**src/rtl/baby_alu_pkg.sv**
```systemverilog
// Shared definitions for the Baby accumulator/ALU stage.
//   - Op-code constants carried on the 2-bit OP bus.
//   - Default word width and the width of one adder slice (a nibble).
//   - State encoding for the nibble-serial sequencer.
//   - Helper that says which ops need a +1 injected through the carry.
package baby_alu_pkg;

  localparam int DEFAULT_WORD_WIDTH = 32;
  localparam int NIBBLE_WIDTH       = 4;

  localparam logic [1:0] OP_LDN   = 2'b00;
  localparam logic [1:0] OP_SUB   = 2'b01;
  localparam logic [1:0] OP_LOAD  = 2'b10;
  localparam logic [1:0] OP_CLEAR = 2'b11;

  typedef enum logic {
    ST_IDLE = 1'b0,
    ST_RUN  = 1'b1
  } state_t;

  // LDN and SUB add the one's complement of D; the initial carry of 1
  // completes the two's complement negation.
  function automatic logic op_needs_carry(input logic [1:0] op);
    return (op == OP_LDN) || (op == OP_SUB);
  endfunction

endpackage

```
**src/rtl/ttl283_adder.sv**
```systemverilog
// 4-bit binary full adder slice modelled on the 74x283.
// Ports:
//   a, b  : 4-bit addends
//   c0    : carry in
//   sum   : 4-bit sum
//   c4    : carry out of the top bit
// PROPAGATION_DELAY describes the part's settling time for the timing
// model only; the synthesizable body is purely combinational.
module ttl283_adder #(
  parameter int PROPAGATION_DELAY = 24
) (
  input  logic [3:0] a,
  input  logic [3:0] b,
  input  logic       c0,
  output logic [3:0] sum,
  output logic       c4
);

  logic [4:0] full_sum;

  // The delay has no logic to drive; it is kept visible so the
  // integrator sees which clock period the slice was characterised for.
  logic unused_delay;
  assign unused_delay = (PROPAGATION_DELAY > 0);

  always_comb begin
    full_sum = {1'b0, a} + {1'b0, b} + {4'b0000, c0};
    sum      = full_sum[3:0];
    c4       = full_sum[4];
  end

endmodule

```
**src/rtl/baby_nibble_serial_accumulator.sv**
```systemverilog
// Accumulator/ALU stage of the Baby datapath, nibble-serial.
// One 4-bit adder slice processes the word least-significant nibble first;
// the carry is held in a flop between nibbles. An op takes NIBBLES clocks
// in RUN, then DONE pulses for one cycle with the final ACC.
// Ports:
//   CLK      : system clock, rising edge
//   RESET    : synchronous active-high reset
//   START    : op request, only honoured in IDLE
//   OP       : 00=LDN (-D), 01=SUB (ACC-D), 10=LOAD (D), 11=CLEAR (0)
//   OPERAND  : store word D, captured on the accepting edge
//   ACC      : accumulator (only meaningful when BUSY=0 or DONE=1)
//   NEGATIVE : ACC sign bit
//   BUSY     : high while sequencing nibbles
//   DONE     : one-cycle pulse when the new result is in ACC
module baby_nibble_serial_accumulator
  import baby_alu_pkg::*;
#(
  parameter int WORD_WIDTH  = DEFAULT_WORD_WIDTH,
  parameter int ADDER_DELAY = 24
) (
  input  logic                  CLK,
  input  logic                  RESET,
  input  logic                  START,
  input  logic [1:0]            OP,
  input  logic [WORD_WIDTH-1:0] OPERAND,
  output logic [WORD_WIDTH-1:0] ACC,
  output logic                  NEGATIVE,
  output logic                  BUSY,
  output logic                  DONE
);

  localparam int NIBBLES = WORD_WIDTH / NIBBLE_WIDTH;
  localparam int CNT_W   = (NIBBLES > 1) ? $clog2(NIBBLES) : 1;
  localparam logic [CNT_W-1:0] LAST_NIBBLE = CNT_W'(NIBBLES - 1);

  state_t                  state_q,   state_d;
  logic [1:0]              op_q,      op_d;
  logic [WORD_WIDTH-1:0]   operand_q, operand_d;
  logic [WORD_WIDTH-1:0]   acc_q,     acc_d;
  logic                    carry_q,   carry_d;
  logic [CNT_W-1:0]        count_q,   count_d;
  logic                    done_q,    done_d;

  logic [NIBBLE_WIDTH-1:0] adder_a;
  logic [NIBBLE_WIDTH-1:0] adder_b;
  logic [NIBBLE_WIDTH-1:0] adder_sum;
  logic                    adder_c4;

  ttl283_adder #(
    .PROPAGATION_DELAY(ADDER_DELAY)
  ) u_adder (
    .a   (adder_a),
    .b   (adder_b),
    .c0  (carry_q),
    .sum (adder_sum),
    .c4  (adder_c4)
  );

  // State register: every flop of the stage, cleared together on reset so
  // an aborted op leaves no partial result behind.
  always_ff @(posedge CLK) begin
    if (RESET) begin
      state_q   <= ST_IDLE;
      op_q      <= OP_LDN;
      operand_q <= '0;
      acc_q     <= '0;
      carry_q   <= 1'b0;
      count_q   <= '0;
      done_q    <= 1'b0;
    end else begin
      state_q   <= state_d;
      op_q      <= op_d;
      operand_q <= operand_d;
      acc_q     <= acc_d;
      carry_q   <= carry_d;
      count_q   <= count_d;
      done_q    <= done_d;
    end
  end

  // Adder operand selection. ACC and the operand both rotate right, so
  // their low nibbles are always the nibble currently being processed.
  always_comb begin
    adder_a = '0;
    adder_b = '0;
    case (op_q)
      OP_SUB: begin
        adder_a = acc_q[NIBBLE_WIDTH-1:0];
        adder_b = ~operand_q[NIBBLE_WIDTH-1:0];
      end
      OP_LDN:  adder_b = ~operand_q[NIBBLE_WIDTH-1:0];
      OP_LOAD: adder_b = operand_q[NIBBLE_WIDTH-1:0];
      default: adder_b = '0;
    endcase
  end

  // Next-state and datapath update.
  always_comb begin
    state_d   = state_q;
    op_d      = op_q;
    operand_d = operand_q;
    acc_d     = acc_q;
    carry_d   = carry_q;
    count_d   = count_q;
    done_d    = 1'b0;
    case (state_q)
      ST_IDLE: begin
        if (START) begin
          state_d   = ST_RUN;
          op_d      = OP;
          operand_d = OPERAND;
          count_d   = '0;
          carry_d   = op_needs_carry(OP);
        end
      end
      ST_RUN: begin
        // After NIBBLES shifts the sum nibbles have walked down into place.
        acc_d     = {adder_sum, acc_q[WORD_WIDTH-1:NIBBLE_WIDTH]};
        operand_d = {{NIBBLE_WIDTH{1'b0}}, operand_q[WORD_WIDTH-1:NIBBLE_WIDTH]};
        carry_d   = adder_c4;
        count_d   = count_q + CNT_W'(1);
        if (count_q == LAST_NIBBLE) begin
          state_d = ST_IDLE;
          done_d  = 1'b1;
        end
      end
      default: state_d = ST_IDLE;
    endcase
  end

  // Outputs.
  always_comb begin
    ACC      = acc_q;
    NEGATIVE = acc_q[WORD_WIDTH-1];
    BUSY     = (state_q == ST_RUN);
    DONE     = done_q;
  end

endmodule

```
**config.mk**
```make
export PLATFORM = sky130hd
export DESIGN_NAME = baby_nibble_serial_accumulator
export DESIGN_NICKNAME = d
export VERILOG_FILES = /design/src/rtl/baby_alu_pkg.sv /design/src/rtl/ttl283_adder.sv /design/src/rtl/baby_nibble_serial_accumulator.sv
export SDC_FILE = /design/constraint.sdc
export NUM_CORES = 1
export LEC_CHECK = 0
export CELL_PAD_IN_SITES_DETAIL_PLACEMENT = 0
export CELL_PAD_IN_SITES_GLOBAL_PLACEMENT = 1
export CORE_ASPECT_RATIO = 0.9
export CORE_MARGIN = 4
export CORE_UTILIZATION = 39
export CTS_BUF_LIST = sky130_fd_sc_hd__clkbuf_4 sky130_fd_sc_hd__clkbuf_8
export DETAILED_ROUTE_END_ITERATION = 6
export PLACE_DENSITY_LB_ADDON = 0.1
export SLEW_MARGIN = 25
export SYNTH_ARGS = -nofsm -noshare
export SYNTH_HDL_FRONTEND = slang
export SYNTH_SLANG_ARGS = --single-unit
```
**constraint.sdc**
```tcl
create_clock -name CLK -period 2.3 [get_ports CLK]
set_input_delay 0.69 -clock CLK [delete_from_list [all_inputs] [get_ports CLK]]
set_output_delay 0.69 -clock CLK [all_outputs]
set_load 0.03 [all_outputs]
```
==> results.yml, run 1 <==
outcome:
  outcome: "finished clean"
timing:
  worst_pin_slew_ns: 0.5847
  clock.fmax_mhz: 464.3
  hold_violations: 0
  rsz0062_at_grt: "false"
  finalSetupViolCount: 0
  setup-tns-final_ns: 0
  timing.final.crit_share_pct: 93.65
  max-slew-margin-rel_pct: 61.02
  min_period_ns: 2.154
  final-max-slew-violation-count: 0
  worst_clock_skew_ns: 0.009019
place:
  gp_congestion: 0.7273
  place.port_buffers: 71
  placed_cells: 484
  hpwl_mm: 4.585
final_layout:
  multi_input_comb_area_mm2: 0.001526
  register_area_mm2: 0.001445
  final_layout_size_suffix_gt1_share_pct: 13.90
  layout.nets: 443
  layout-area-overhead-vs-synth_pct: 29.28
  insertedDiodeCount: 0
  fill_cells: 752
  instances_no_fill: 499
yosys:
  synth_seq_area_share_pct: 46.14
  syn_inst: 335
  number_of_enable_flip_flop_cells_after_synthesis: 0
  yosys.cell_types.count: 29
  yosysWarningCount: 0
  synthesis.area_mm2: 0.003124
  synthArstFlopShare_pct: 0
  synth-seq-cells: 72
  syn_nets: 379
  postSynth.topFlopCell: "dfxtp_1"
  synth.avg_cell_area_um2: 9.326
critical_path:
  worst-path-stages: 1
  peak_per_stage_delay_on_the_critical_path_ns: 0.71
  critical_path.startpoint: "ACC[29]"
  worst_setup_path_endpoint: "ACC[29]"
  worst-path-max-fanout: 3
  critical_path.reg2reg.endpoint: "carry_q"
  critical_path.startpoint_type: "register"
  r2r_start: "op_q[1]"
  path_cells: "clkdlybuf4s50_1"
  timing.critical_path.slowest_stage_cell: "clkdlybuf4s50_1"
  setup.worst_path.end_class: "output pin"
  ff2ff_path_depth: 9
  timing.critical_path.arrival_ns: 1.46
  timing.critical_path.buf_inv: 1
  worst-endpoint-required_ns: 1.61
  critical_path_class: "register to output pin"
  critical_path.top_delay_family: "buffers and inverters"
  timing.reg2reg.setup_slack_ns: 0.27
pwr:
  power_frac_comb_pct: 13.8
  sw_frac_of_total_pct: 25.42
  pwr-share-clk_pct: 35.5
  sequentialPowerShare_pct: 50.7
  irDropWorstVdd_mv: 0.4513
  total_leakage_power_nw: 1.581
  power_per_cell_area_mw_per_mm2: 658.0
  internal_power_contribution_mw: 1.982
  net-switching-power_mw: 0.6756
global_routing:
  grt_antenna_before_repair: 0
  grt_util_all_layers_pct: 15.35
  overflow: 0
  pin_count_of_the_biggest_net_entering_global_routing: 52
  grt_pass1_wl_mm: 11.47
  vias_in_the_first_global_route: 2320
run:
  maxCapViolCount: 0
detailed_routing:
  wire_per_inst_um: 13.65
  drt_wl_total_mm: 6.809
  avgViaCountPerCell: 4.719
  remaining_drc_errors: 0
  drt_pass_1_iters: 4
  detail_route.iter0.violations: 89
  detailroute.via_count: 2355
  route.antenna.remaining_nets: 0
cts:
  h_tree_lvl_count: 3
  cts_made_buffers: 9
  skew_pair_late_insertion_delay_ns: 0.34
  cts_tree: "done"
  max-clock-path-buffers: 2
  post_cts_hold_buffer_count: 0
  clk_pin_slew_ns: 0.07
  clock_sink_count: 72
  cts.root.buffer_cell: "clkbuf_8"
worst_hold_path:
  holdCritPathClass: "register to register"
floorplanning:
  coreArea_mm2: 0.007657
  die-height_um: 92.91
  boundaryPins: 72
  rows: 30
  initial_core_util_pct: 40.80
  die_area_mm2: 0.009509
  dieWidth_um: 102.3
[cells in the mapped netlist, types with 2 or more instances]
library cell,number,area (µm²)
a21oi_1,32,160.2
buf_4,8,60.06
nand2_1,62,232.7
a211oi_1,2,15.01
nor3b_1,4,30.03
buf_1,7,26.28
nor2b_1,3,18.77
nor2_1,39,146.4
buf_2,4,20.02
buf_6,2,22.52
dfxtp_1,72,1441
o21ai_0,4,20.02
fa_1,2,40.04
a21o_1,2,15.01
mux2_2,28,315.3
mux2i_1,36,360.4
nor3_1,4,20.02
ha_1,5,62.56
and2_1,4,25.02
clkbuf_1,3,11.26
inv_1,4,15.01
[logic make-up (layout without fill, tap and decap cells)]
family	Yosys count	after routing	share of synthesized area [%]
AOI/OAI and AO/OA	44	44	8.009
and+or+nand+nor	118	118	15.58
DFF	72	72	46.14
adders and majority gates	7	7	3.284
muxes	64	64	21.63
buffers and inverters	29	97	5.086
xor gates and xnor gates	1	1	0.2804
[routing by layer]
| metal | global-route usage, % | routed length (µm) |
|---|---|---|
| met4 | 4.044 | 64 |
| met3 | 6.024 | 384 |
| met2 | 23.27 | 3128 |
| met1 | 20.31 | 3232 |
| met5 | 0 | 0 |
[cells in the final DEF (no fill, tap or decap), types with 5 or more instances in the layout]
cell type         n
dfxtp_1          71
clkdlybuf4s50_1  68
nand2_1          62
nor2_1           39
mux2i_1          36
a21oi_1          32
mux2_2           28
clkbuf_8          9
buf_4             7
ha_1              5
[per-stage QoR]
stage	util [%]	cell area [µm²]	hold slack [ns]	power, mW	setup WS, ns
after global routing	52.75	4039	0.4801	2.805	0.01237
after floorplan	-	3124	0.4368	1.618	0.4341
after detailed placement	50.29	3851	0.4484	1.747	0.2209
after global placement	50.29	3851	0.4448	1.745	0.3331
final	52.75	4039	0.4550	2.657	0.1461
after CTS	52.71	4036	0.4531	2.707	0.1167
[sequential cells by signal, indices dropped and copies added, names as in the netlist]
signal / cells
count_q: 3
op_q: 2
DONE: 1
carry_q: 1
BUSY: 1
operand_q: 32
ACC: 32
[worst min path at each step]
stage                              from  depth (start not counted)  slack, ns             to
after floorplan            operand_q[4]                          2       0.44   operand_q[0]
after global placement    operand_q[12]                          2       0.44   operand_q[8]
after detailed placement  operand_q[12]                          2       0.45   operand_q[8]
after CTS                 operand_q[12]                          2       0.45   operand_q[8]
after global routing      operand_q[26]                          2       0.48  operand_q[22]
final                     operand_q[12]                          2       0.45   operand_q[8]
[cell type report]
type | count | share of cell area, %
Sequential cell | 72 | 35.78
Inverter | 5 | 0.4647
Timing Repair Buffer | 77 | 18.40
Tap cell | 96 | 2.974
Multi-Input combinational cell | 234 | 37.79
Clock buffer | 9 | 3.067
Clock inverter | 6 | 1.518
[what timing repair did]
| action | CTS | global route |
|---|---|---|
| resized for setup | 0 | 1 |
| setup endpoints to repair | 0 | 1 |
| buffers inserted | 0 | 0 |
[power by group through the flow]
stage	registers [mW]	clock network, mW	logic, mW
after floorplan	1.38	0	0.237
after global placement	1.38	0	0.368
after CTS	1.35	0.987	0.371
after detailed placement	1.38	0	0.369
final	1.35	0.943	0.366
after global routing	1.36	1.04	0.406
(Power assumes the default switching activity.)
==> run 2, diff against run 1 <==
ABC_AREA = 1   (was default)
CORE_UTILIZATION = 36   (was 39)
==> results.yml, run 2 <==
detailed_routing:
  drt_wl_total_mm: 7.557
  route.antenna.remaining_nets: 0
  detail_route.iter0.violations: 99
  avgViaCountPerCell: 4.535
  detailroute.via_count: 2821
  drt_pass_1_iters: 4
  remaining_drc_errors: 0
  wire_per_inst_um: 12.15
timing:
  hold_violations: 0
  worst_pin_slew_ns: 0.4089
  worst_clock_skew_ns: 0.008573
  rsz0062_at_grt: "false"
  timing.final.crit_share_pct: 92.80
  setup-tns-final_ns: 0
  max-slew-margin-rel_pct: 72.74
  final-max-slew-violation-count: 0
  finalSetupViolCount: 0
  clock.fmax_mhz: 468.5
  min_period_ns: 2.134
global_routing:
  grt_antenna_before_repair: 0
  pin_count_of_the_biggest_net_entering_global_routing: 39
  grt_util_all_layers_pct: 16.03
  overflow: 0
  grt_pass1_wl_mm: 12.90
  vias_in_the_first_global_route: 2609
yosys:
  synth_seq_area_share_pct: 46.49
  syn_inst: 437
  synth-adder-area-share_pct: 3.309
  synth.avg_cell_area_um2: 7.095
  synth-seq-cells: 72
  ys_top_cells_by_area: "dfxtp_1 46%, nand2_1 16%, nor2_1 8.1%"
  synth_xor_xnor_area_share_pct: 0.2825
  synth-compound-area-share_pct: 9.806
  synth_mux_area_share_pct: 0
  yosys.area.top_type_share_pct: 46.49
  yosys.cell_types.count: 24
  synth_top_cells_by_count: "129 x nand2_1, 72 x dfxtp_1, 67 x nor2_1"
  synthArstFlopShare_pct: 0
  yosysWarningCount: 0
  synth_top_family_by_area: "simple AND/OR/NAND/NOR gates"
  synth_most_common_cell: "nand2_1"
  syn_nets: 481
  postSynth.topFlopCell: "dfxtp_1"
  synthDominantAreaCellType: "dfxtp_1"
  simple_gate_portion_of_the_synthesized_area_pct: 30.02
  synthesis.area_mm2: 0.003100
  number_of_enable_flip_flop_cells_after_synthesis: 0
cts:
  clock_sink_count: 72
  clk_pin_slew_ns: 0.07
  cts.root.buffer_cell: "clkbuf_8"
  cts_made_buffers: 9
  post_cts_resize_count: 0
  skew_pair_late_insertion_delay_ns: 0.34
  h_tree_lvl_count: 3
  post_cts_hold_buffer_count: 0
  cts.repair_timing.setup_buffer_count: 0
  cts_tree: "done"
  max-clock-path-buffers: 2
final_layout:
  postLayoutCoreUtil_pct: 49.57
  final_common_cell: "nand2_1"
  layout.nets: 546
  instances_no_fill: 622
  layout-area-overhead-vs-synth_pct: 31.48
  final_layout_size_suffix_gt1_share_pct: 5.917
  final_cell_mix: "129 x nand2_1, 71 x dfxtp_1, 70 x clkdlybuf4s50_1"
  insertedDiodeCount: 0
pwr:
  sequentialPowerShare_pct: 45.7
  net-switching-power_mw: 0.9530
  power_per_cell_area_mw_per_mm2: 774.4
  internal_power_contribution_mw: 2.204
  pwr-share-clk_pct: 31.6
  irDropWorstVdd_mv: 0.3571
  total_leakage_power_nw: 1.942
  power_frac_comb_pct: 22.7
  sw_frac_of_total_pct: 30.19
critical_path:
  critical_path.startpoint: "ACC[31]"
  timing.critical_path.slowest_stage_cell: "clkdlybuf4s50_1"
  worst-endpoint-required_ns: 1.61
  timing.critical_path.buf_inv: 1
  worst-path-stages: 1
  timing.reg2reg.setup_slack_ns: 0.26
  critical_path.top_delay_family: "buffers and inverters"
  critical_path.reg2reg.endpoint: "ACC[30]"
  r2r_start: "op_q[1]"
  peak_per_stage_delay_on_the_critical_path_ns: 0.70
  critical_path_class: "register to output pin"
  path_cells: "clkdlybuf4s50_1"
  critical_path.startpoint_type: "register"
  ff2ff_path_depth: 9
  setup.worst_path.end_class: "output pin"
  timing.critical_path.arrival_ns: 1.44
  worst_setup_path_endpoint: "NEGATIVE"
  worst-path-max-fanout: 4
floorplanning:
  coreArea_mm2: 0.008223
  rows: 31
  initial_core_util_pct: 37.71
  boundaryPins: 72
  dieWidth_um: 105.8
  die-height_um: 96.04
  die_area_mm2: 0.01016
place:
  place.port_buffers: 71
  placed_cells: 606
  gp_congestion: 0.7928
  hpwl_mm: 5.115
worst_hold_path:
  worstHoldPathCells: 2
  holdCritPathClass: "register to register"
outcome:
  outcome: "finished clean"
run:
  maxCapViolCount: 0
run 2: metrics by stage:
stage          cell area [µm²]  hold WS (ns)  total power [mW]  setup slack (ns)
5_1_grt                   4076        0.4957             3.360           0.06967
3_5_place_dp              3880        0.4588             2.196            0.1812
3_3_place_gp              3880        0.4511             2.193            0.2038
4_1_cts                   4076        0.4683             3.213            0.1182
6_report                  4076        0.4679             3.157            0.1655
2_1_floorplan             3100        0.4326             1.913            0.4145
run 2: worst min-delay path by stage:
stage	start	to	slack (ns)
2_1_floorplan	count_q[0]	count_q[0]	0.43
3_3_place_gp	count_q[0]	count_q[0]	0.45
3_5_place_dp	count_q[0]	count_q[0]	0.46
4_1_cts	count_q[0]	count_q[0]	0.47
5_1_grt	operand_q[30]	operand_q[30]	0.50
6_report	operand_q[30]	operand_q[30]	0.47
run 2: area by class of cell:
type | count | area (µm²)
fillers | 880 | 4146
flip-flops and latches | 72 | 1443
multi-input cells | 296 | 1346
repair buffers | 78 | 773.2
inverters | 45 | 173.9
clock buffers | 13 | 153.9
well taps | 115 | 143.9
clock inverters | 3 | 42.54
run 2: power by group through the flow:
| stage | registers, mW | logic, mW | clock network [mW] |
|---|---|---|---|
| global placement | 1.47 | 0.719 | 0 |
| detailed placement | 1.47 | 0.724 | 0 |
| floorplan | 1.57 | 0.339 | 0 |
| global route | 1.46 | 0.799 | 1.10 |
| CTS | 1.44 | 0.728 | 1.04 |
| finish | 1.44 | 0.715 | 0.998 |
run 2: cell families after synthesis:
kind of cell	Yosys count
AOI/OAI and AO/OA	58
xor gates and xnor gates	1
adders and majority gates	7
buffers and inverters	69
DFF	72
and+or+nand+nor	230
run 2: metal layers:
metal | track usage, % | up-vias | routed length (µm)
li1 | - | 1486 | -
met5 | 0 | - | 0
met2 | 23.25 | 64 | 3182
met3 | 5.969 | 7 | 515
met1 | 22.42 | 1264 | 3784
met4 | 4.207 | 0 | 75
